<file path="src/rtl/bcd_conv_sched_if.sv">
// Request/grant and result bundle between the two value sources and the
// shared binary-to-BCD engine.
interface bcd_conv_sched_if #(
    parameter int WIDTH  = 7,
    parameter int DIGITS = 3
);
    logic                  req_a;
    logic [WIDTH-1:0]      bin_a;
    logic                  req_b;
    logic [WIDTH-1:0]      bin_b;
    logic                  gnt_a;
    logic                  gnt_b;
    logic                  busy;
    logic                  done;
    logic                  done_id;
    logic [4*DIGITS-1:0]   bcd_out;

    modport master (
        output req_a, bin_a, req_b, bin_b,
        input  gnt_a, gnt_b, busy, done, done_id, bcd_out
    );

    modport slave (
        input  req_a, bin_a, req_b, bin_b,
        output gnt_a, gnt_b, busy, done, done_id, bcd_out
    );
endinterface

</file>
<file path="src/rtl/bcd_conv_sched.sv">
// Time-shared iterative double-dabble converter with a two-requester
// round-robin front end; one shift-and-adjust step per clock.
//
//   state   | meaning
//   IDLE    | waiting for a request; grant and operand capture happen here
//   SHIFT   | one add-3/shift step per cycle, WIDTH cycles
//   DONE    | result registered, done pulse, back to IDLE
module bcd_conv_sched #(
    parameter int WIDTH  = 7,
    parameter int DIGITS = 3
) (
    input  logic             clk_i,
    input  logic             rst_ni,
    bcd_conv_sched_if.slave  bus
);
    localparam int BW = 4 * DIGITS;
    localparam int CW = $clog2(WIDTH + 1);

    localparam logic [1:0] S_IDLE  = 2'd0;
    localparam logic [1:0] S_SHIFT = 2'd1;
    localparam logic [1:0] S_DONE  = 2'd2;

    logic [1:0]       state_q, state_d;
    logic [WIDTH-1:0] opnd_q, opnd_d;
    logic [BW-1:0]    scr_q, scr_d;
    logic [BW-1:0]    adj;
    logic [CW-1:0]    cnt_q, cnt_d;
    logic             owner_q, owner_d;
    logic             ptr_q, ptr_d;
    logic [BW-1:0]    bcd_q, bcd_d;
    logic             done_id_q, done_id_d;
    logic             pick_b;
    logic             grant;

    // ptr_q = 1 means B was granted last, so A wins the next contention
    always_comb begin
        pick_b = bus.req_b && (!bus.req_a || !ptr_q);
        grant  = rst_ni && (state_q == S_IDLE) && (bus.req_a || bus.req_b);
    end

    always_comb begin
        adj = scr_q;
        for (int d = 0; d < DIGITS; d++) begin
            if (scr_q[4*d +: 4] >= 4'd5) begin
                adj[4*d +: 4] = scr_q[4*d +: 4] + 4'd3;
            end
        end
    end

    always_comb begin
        state_d   = state_q;
        opnd_d    = opnd_q;
        scr_d     = scr_q;
        cnt_d     = cnt_q;
        owner_d   = owner_q;
        ptr_d     = ptr_q;
        bcd_d     = bcd_q;
        done_id_d = done_id_q;
        case (state_q)
            S_IDLE: begin
                if (grant) begin
                    opnd_d  = pick_b ? bus.bin_b : bus.bin_a;
                    scr_d   = '0;
                    cnt_d   = CW'(WIDTH);
                    owner_d = pick_b;
                    ptr_d   = pick_b;
                    state_d = S_SHIFT;
                end
            end
            S_SHIFT: begin
                // Top bit of the adjusted scratch falls off; unreachable when 10^DIGITS > 2^WIDTH-1
                scr_d  = BW'({adj, opnd_q[WIDTH-1]});
                opnd_d = {opnd_q[WIDTH-2:0], 1'b0};
                cnt_d  = cnt_q - 1'b1;
                if (cnt_q == CW'(1)) begin
                    bcd_d     = BW'({adj, opnd_q[WIDTH-1]});
                    done_id_d = owner_q;
                    state_d   = S_DONE;
                end
            end
            S_DONE:  state_d = S_IDLE;
            default: state_d = S_IDLE;
        endcase
    end

    always_ff @(posedge clk_i) begin
        if (!rst_ni) begin
            state_q   <= S_IDLE;
            opnd_q    <= '0;
            scr_q     <= '0;
            cnt_q     <= '0;
            owner_q   <= 1'b0;
            ptr_q     <= 1'b1;
            bcd_q     <= '0;
            done_id_q <= 1'b0;
        end else begin
            state_q   <= state_d;
            opnd_q    <= opnd_d;
            scr_q     <= scr_d;
            cnt_q     <= cnt_d;
            owner_q   <= owner_d;
            ptr_q     <= ptr_d;
            bcd_q     <= bcd_d;
            done_id_q <= done_id_d;
        end
    end

    assign bus.gnt_a   = grant && !pick_b;
    assign bus.gnt_b   = grant && pick_b;
    assign bus.busy    = (state_q != S_IDLE);
    assign bus.done    = (state_q == S_DONE);
    assign bus.done_id = done_id_q;
    assign bus.bcd_out = bcd_q;
endmodule

</file>
<file path="src/flat_wrapper.sv">
// flat-port wrapper written by rule: the top's interface ports become plain ports
module bcd_conv_sched_flat 
#(
    parameter int WIDTH  = 7,
    parameter int DIGITS = 3
)
  (clk_i, rst_ni, bus_req_a, bus_bin_a, bus_req_b, bus_bin_b, bus_gnt_a, bus_gnt_b, bus_busy, bus_done, bus_done_id, bus_bcd_out);
  bcd_conv_sched_if #(.WIDTH(WIDTH), .DIGITS(DIGITS)) bus_i ();
  input  logic clk_i;
  input  logic rst_ni;
  input wire logic [$bits(bus_i.req_a)-1:0] bus_req_a;
  input wire logic [$bits(bus_i.bin_a)-1:0] bus_bin_a;
  input wire logic [$bits(bus_i.req_b)-1:0] bus_req_b;
  input wire logic [$bits(bus_i.bin_b)-1:0] bus_bin_b;
  output wire logic [$bits(bus_i.gnt_a)-1:0] bus_gnt_a;
  output wire logic [$bits(bus_i.gnt_b)-1:0] bus_gnt_b;
  output wire logic [$bits(bus_i.busy)-1:0] bus_busy;
  output wire logic [$bits(bus_i.done)-1:0] bus_done;
  output wire logic [$bits(bus_i.done_id)-1:0] bus_done_id;
  output wire logic [$bits(bus_i.bcd_out)-1:0] bus_bcd_out;
  assign bus_i.req_a = bus_req_a;
  assign bus_i.bin_a = bus_bin_a;
  assign bus_i.req_b = bus_req_b;
  assign bus_i.bin_b = bus_bin_b;
  assign bus_gnt_a = bus_i.gnt_a;
  assign bus_gnt_b = bus_i.gnt_b;
  assign bus_busy = bus_i.busy;
  assign bus_done = bus_i.done;
  assign bus_done_id = bus_i.done_id;
  assign bus_bcd_out = bus_i.bcd_out;
  bcd_conv_sched #(.WIDTH(WIDTH), .DIGITS(DIGITS)) u_core (.clk_i(clk_i), .rst_ni(rst_ni), .bus(bus_i));
endmodule
</file>
<file path="config.mk">
export PLATFORM = sky130hd
export DESIGN_NAME = bcd_conv_sched_flat
export DESIGN_NICKNAME = d
export VERILOG_FILES = /design/src/rtl/bcd_conv_sched_if.sv /design/src/rtl/bcd_conv_sched.sv /design/src/flat_wrapper.sv
export SDC_FILE = /design/constraint.sdc
export NUM_CORES = 1
export LEC_CHECK = 0
export CAP_MARGIN = 20
export CORE_MARGIN = 10
export CORE_UTILIZATION = 23
export CTS_CLUSTER_SIZE = 12
export DETAILED_ROUTE_END_ITERATION = 16
export PLACE_DENSITY = 0.55
export SYNTH_ARGS = -nofsm -noshare
export SYNTH_HDL_FRONTEND = slang
export SYNTH_SLANG_ARGS = --single-unit
</file>
<file path="constraint.sdc">
create_clock -name clk_i -period 1.4 [get_ports clk_i]
set_input_delay 0.21 -clock clk_i [delete_from_list [all_inputs] [get_ports clk_i]]
set_output_delay 0.21 -clock clk_i [all_outputs]
set_load 0.03 [all_outputs]
</file>
==> flow_metrics.tcl, run 1 <==
set metrics [dict create \
    place_hpwl_um 3560 \
    synth_seq_cells 39 \
    die_h_um 109 \
    power.total_mw 2.39 \
    cp-end-kind "primary output" \
    tightest_slew_ns 0.312 \
    grt_pass1_vias 1623 \
    hold_path_class "in2reg" \
    ys_seq_area_frac 0.428 \
    track_usage 0.0819 \
    crit_arrival_ns 1.29 \
    via_per_inst 4.38 \
    first_iter_violations 36 \
    antennaDiodeCount 0 \
    max_slew_margin 0.793 \
    antenna_found_initial 0 \
    min_period_ns 1.50 \
    drive_gt1_frac 0.321 \
    drc 0 \
    crit_chain "nor3b_2 > buf_4 > and3_4 > buf_6" \
    overflow 0 \
    clk_pin_slew_ns 0.08 \
    slowest_delay_ns 0.36 \
    routed_wl_um 4880 \
    gp_congestion 0.735 \
    worstPathRequired_ns 1.19 \
    timing.final.crit_share 1.07 \
    met1_usage 0.112 \
    std_cell_rows 32 \
    htreeDepth 2 \
    cp_max_fo 4 \
    top_usage_layer "met2" \
    synth_nets 225 \
    vias 1648 \
    rrSetupSlack_ns -0.02 \
    ant_nets 0 \
    cp.buffers_inverters 2 \
    final_cell_mix "43 x buf_4, 33 x dfxtp_1, 18 x nand2_1, 15 x clkdlybuf4s50_1, 14 x dlygate4sd2_1" \
    synth.avg_cell_area_um2 9.17 \
    fmax_mhz 668 \
    setup_violations 5 \
    cts_buffer_depth 2 \
    mostFrequentLayoutCell "buf_4" \
    synthXorXnorAreaFrac 0.0192 \
    synth_edf_count 0 \
    synthAdderAreaFrac 0.0548 \
    crit_family "simple AND/OR/NAND/NOR gates" \
    maxCapViolations 0 \
    dr.pass1.iters 4 \
    root_buffer "clkbuf_8" \
    hold_buffers 0 \
    io_buffers 34 \
    synth_simple_gate_area_frac 0.164 \
    gr-usage-met2 0.117 \
    synth_ff_type "dfxtp_1" \
    core_um2 7730 \
    routedWlPerCell_um 13.0 \
    ys_async_sr_fraction 0 \
    use_met3 0.0330 \
    clock_latency_ns 0.29 \
    nNetsFinal 299 \
    syn_to_final_growth_pct 53.9 \
    crit_path_top_delay_cell "dfxtp_4" \
    grt_pass1_wl_um 7950 \
    synth.distinct_cells 40 \
    violations "setup timing" \
    p_leak_nw 1.15 \
    final.setup.worst_slack_ns -0.0960 \
    start_util 0.236 \
    yosysWarnings 0 \
    cp-start-kind "register" \
    die_width_um 109 \
    critical_path_class "reg2out" \
    dieArea_um2 11900 \
    peakVddDrop_v 0.000333 \
    synth_cells 199 \
    synth-compound-area-share 0.247 \
    cts_sinks 39 \
    cts_buffers 5 \
    cts_tree "done" \
    power_per_cell_area_nw_per_um2 850 \
    slew_viol_final 0 \
    outcome "finished with violations" \
    ios 35 \
    synth_area_um2 1830 \
    grt_setup_unrepaired "yes" \
    final_hold_viol_count 0 \
    setup_tns_ns -0.308 \
    synth_top_family_by_area "compound AO/OA/AOI/OAI gates" \
    synth_mux_area_frac 0.0288 \
    clock_skew_ns 0.00552 \
    grt_max_degree 19 \
]
cell type report:
cell class / count / area (um^2)
clock buffer: 6 / 72.6
multi-input combinational: 136 / 1080
fill: 796 / 4920
timing repair buffer: 78 / 676
clock inverter: 2 / 12.5
sequential: 39 / 793
inverter: 13 / 51.3
tap: 102 / 128
cell families after synthesis:
| kind of cell | Yosys count |
|---|---|
| AO/OA/AOI/OAI | 64 |
| XOR/XNOR | 4 |
| adder cells (fa/ha/maj) | 8 |
| buffers and inverters | 24 |
| flip-flops | 39 |
| multiplexers | 5 |
| AND/OR/NAND/NOR | 55 |
layer usage:
metal,up-vias,share of wire
met5,-,0
met4,0,0.0027
met3,2,0.065
met2,29,0.41
met1,743,0.52
li1,874,-
tightest hold or removal path: cells and delay by family:
family / cells / cell delay [ns]
AOI/OAI and AO/OA: 2 / 0.16
buffers and inverters: 2 / 0.25
power by group:
part | switching, mW | internal, mW | leakage, nW | total [mW]
registers | 0.0338 | 1.16 | 0.321 | 1.20
clock network | 0.394 | 0.348 | 0.0412 | 0.743
logic | 0.211 | 0.238 | 0.785 | 0.449
total | 0.639 | 1.75 | 1.15 | 2.39
sequential cells by signal (all words and copies together) (netlist names):
name and cells:
u_core.bus.bcd_out 12, u_core.bus.done_id 1, u_core.cnt_q 3, u_core.opnd_q 7
u_core.owner_q 1, u_core.ptr_q 1, u_core.scr_q 12, u_core.state_q 2
cell usage after synthesis, types with 2 or more instances:
cell,number,area [um^2]
inv_2,2,7.51
o21ai_0,4,20.0
nor2_1,2,7.51
o21ai_1,5,25.0
o2bb2ai_1,10,87.6
dfxtp_1,39,781
or3_1,3,18.8
a21boi_1,3,22.5
nand4_1,2,12.5
buf_2,4,20.0
ha_1,8,100
o22ai_1,4,25.0
mux2i_1,3,30.0
o211ai_1,4,30.0
mux2_2,2,22.5
a21oi_1,15,75.1
a221o_1,4,40.0
inv_1,11,41.3
o21a_1,6,45.0
nor3b_1,7,52.6
o221ai_1,2,17.5
xnor2_1,4,35.0
a32oi_1,3,26.3
nand2_1,18,67.6
nand2b_1,5,31.3
and3_1,8,50.1
nand3_1,2,10.0
clkbuf_1,4,15.0
nor2b_1,4,25.0
per-stage QoR:
step | hold WS, ns | utilization | worst slack [ns] | std cells | instance area [um^2]
after CTS | 0.475 | 0.351 | -0.123 | 371 | 2710
after detailed placement | 0.457 | 0.329 | -0.359 | 360 | 2540
after floorplan | 0.346 | - | 0.00887 | 199 | 1840
after global placement | 0.460 | 0.329 | -0.311 | 360 | 2540
final | 0.363 | 0.364 | -0.0960 | 376 | 2810
after global routing | 0.418 | 0.364 | -0.152 | 376 | 2810
worst paths after layout:
path / cells after the start / end / from
worst min-delay path: 4 / u_core.ptr_q / bus_req_a
worst max-delay path: 4 / bus_gnt_b / u_core.state_q[1]
worst min register to register: 2 / u_core.bus.bcd_out[5] / u_core.bus.bcd_out[5]
worst max register to register: 7 / u_core.scr_q[0] / u_core.state_q[1]
repair_timing:
item,CTS,global route
setup buffers,3,5
setup endpoints to repair,34,31
resized for setup,39,18
pin swaps,6,4
(Power assumes the default switching activity.)
==> inputs of run 2 (changes only) <==
Settings changed: HOLD_SLACK_MARGIN from default to 0.05.
==> results of run 2 <==
Same layout as run 1: the final DEF is identical, and so are final timing and power.
==> inputs of run 3 (changes only) <==
Settings changed: GPL_TIMING_DRIVEN from default to 0.
==> flow_metrics.tcl, run 3 (synthesized netlist as in run 1, its figures left out) <==
set metrics [dict create \
    hold_buffers 0 \
    crit_arrival_ns 1.30 \
    die_width_um 109 \
    wl_met1_um 2630 \
    place_area_um2 2310 \
    std_cell_rows 32 \
    crit_chain "nor3b_4 > and3_1 > buf_6 > buf_6" \
    cts_tree "done" \
    dieArea_um2 11900 \
    drc 0 \
    dr_wl_met3_um 329 \
    dr_wl_met2_um 2550 \
    final_hold_viol_count 0 \
    ant_nets 0 \
    place_hpwl_um 3560 \
    multi_input_area_um2 1200 \
    cp_max_fo 6 \
    crit_path_top_delay_cell "dfxtp_4" \
    core_um2 7730 \
    violations "setup timing" \
    power_per_cell_area_nw_per_um2 843 \
    cp-start-kind "register" \
    peakVddDrop_v 0.000347 \
    outcome "finished with violations" \
    p_leak_nw 1.14 \
    maxCapViolations 0 \
    track_usage 0.0906 \
    grt_pass1_wl_um 8480 \
    syn_to_final_growth_pct 58.7 \
    cp-end-kind "primary output" \
    max_slew_margin 0.779 \
    setup_violations 8 \
    top_layer_used "met4" \
    start_util 0.236 \
    critical_path_class "reg2out" \
    design_area_um2 2900 \
    n_fill_cell 795 \
    timing.final.crit_share 1.08 \
    htreeDepth 2 \
    clk_pin_slew_ns 0.08 \
    rrSetupSlack_ns -0.05 \
    cts_buffers 5 \
    root_buffer "clkbuf_8" \
    hold_path_class "in2reg" \
    vias 1715 \
    antennaDiodeCount 0 \
    via_per_inst 4.66 \
    power.total_mw 2.44 \
    slew_viol_final 0 \
    clock_skew_ns 0.00755 \
    register_area_um2 798 \
    mostFrequentLayoutCell "dfxtp_1" \
    grt_setup_unrepaired "yes" \
    fmax_mhz 662 \
    routedWlPerCell_um 15.1 \
    drive_gt1_frac 0.406 \
    gp_congestion 0.759 \
    die_h_um 109 \
    cts_buffer_depth 2 \
    io_buffers 34 \
    antenna_found_initial 0 \
    final_cell_mix "31 x dfxtp_1, 26 x buf_4, 16 x nand2_1, 16 x dlygate4sd2_1, 14 x clkdlybuf4s50_1" \
    final.setup.worst_slack_ns -0.111 \
    grt_max_degree 14 \
    worstPathRequired_ns 1.19 \
    tightest_slew_ns 0.332 \
    cts_sinks 39 \
    clock_latency_ns 0.30 \
    overflow 0 \
    dr.pass1.iters 4 \
    grt_pass1_vias 1666 \
    slowest_delay_ns 0.37 \
    first_iter_violations 48 \
    ios 35 \
    min_period_ns 1.51 \
    crit_top_cell "buf_6" \
    nNetsFinal 291 \
    routed_wl_um 5560 \
]
run 3: changes by cell type in the layout (fill, tap and decap cells not counted), sizes merged:
cell and delta:
buf -12, clkinvlp +1, clkbuf +2, dlygate4sd2 +2, clkdlybuf4s50 -1, dlymetal6s2s -1, clkdlybuf4s15 +1
run 3: stage by stage:
| step | std cells | hold slack (ns) | utilization | TNS [ns] | setup slack (ns) |
|---|---|---|---|---|---|
| floorplan | 199 | 0.346 | - | 0 | 0.00887 |
| global placement | 335 | 0.466 | 0.299 | -20.33 | -0.957 |
| detailed placement | 335 | 0.459 | 0.299 | -20.67 | -0.986 |
| CTS | 356 | 0.416 | 0.339 | -0.290 | -0.163 |
| global route | 368 | 0.438 | 0.375 | -0.937 | -0.156 |
| finish | 368 | 0.418 | 0.375 | -0.315 | -0.111 |
run 3: worst paths after layout:
kind / end / depth (start not counted) / from
setup reg to reg: u_core.opnd_q[3] / 6 / u_core.state_q[0]
hold reg to reg: u_core.bus.bcd_out[1] / 2 / u_core.bus.bcd_out[1]
hold / removal: u_core.ptr_q / 3 / bus_req_b
setup / recovery: bus_gnt_a / 4 / u_core.state_q[1]
run 3: metal layers:
| layer | vias up | global-route usage |
|---|---|---|
| li1 | 853 | - |
| met1 | 820 | 0.114 |
| met2 | 36 | 0.140 |
| met3 | 6 | 0.0383 |
| met4 | 0 | 0.0226 |
| met5 | - | 0 |
run 3: what timing repair did:
| item | 4_1_cts | 5_1_grt |
|---|---|---|
| pin swaps | 11 | 20 |
| cloned | 0 | 0 |
| setup buffers | 14 | 13 |
| resized for setup | 78 | 48 |
| endpoints found under the setup margin | 56 | 25 |
run 3: area by class of cell:
| cell class | count | area share |
|---|---|---|
| Multi-Input combinational cell | 136 | 0.416 |
| Sequential cell | 39 | 0.276 |
| Timing Repair Buffer | 61 | 0.190 |
| Tap cell | 102 | 0.0441 |
| Clock buffer | 5 | 0.0238 |
| Buffer | 9 | 0.0238 |
| Inverter | 13 | 0.0194 |
| Clock inverter | 3 | 0.00691 |
run 3: worst max-delay path: cells and delay by family (launching register included):
| family | cells | cell delay [ns] |
|---|---|---|
| buffers and inverters | 2 | 0.22 |
| DFF | 1 | 0.37 |
| and+or+nand+nor | 2 | 0.41 |
run 3: report_power, final:
| group | total [mW] | switching [mW] | internal (mW) |
|---|---|---|---|
| clock | 0.789 | 0.442 | 0.347 |
| sequential | 1.20 | 0.0359 | 1.16 |
| combinational | 0.455 | 0.229 | 0.225 |
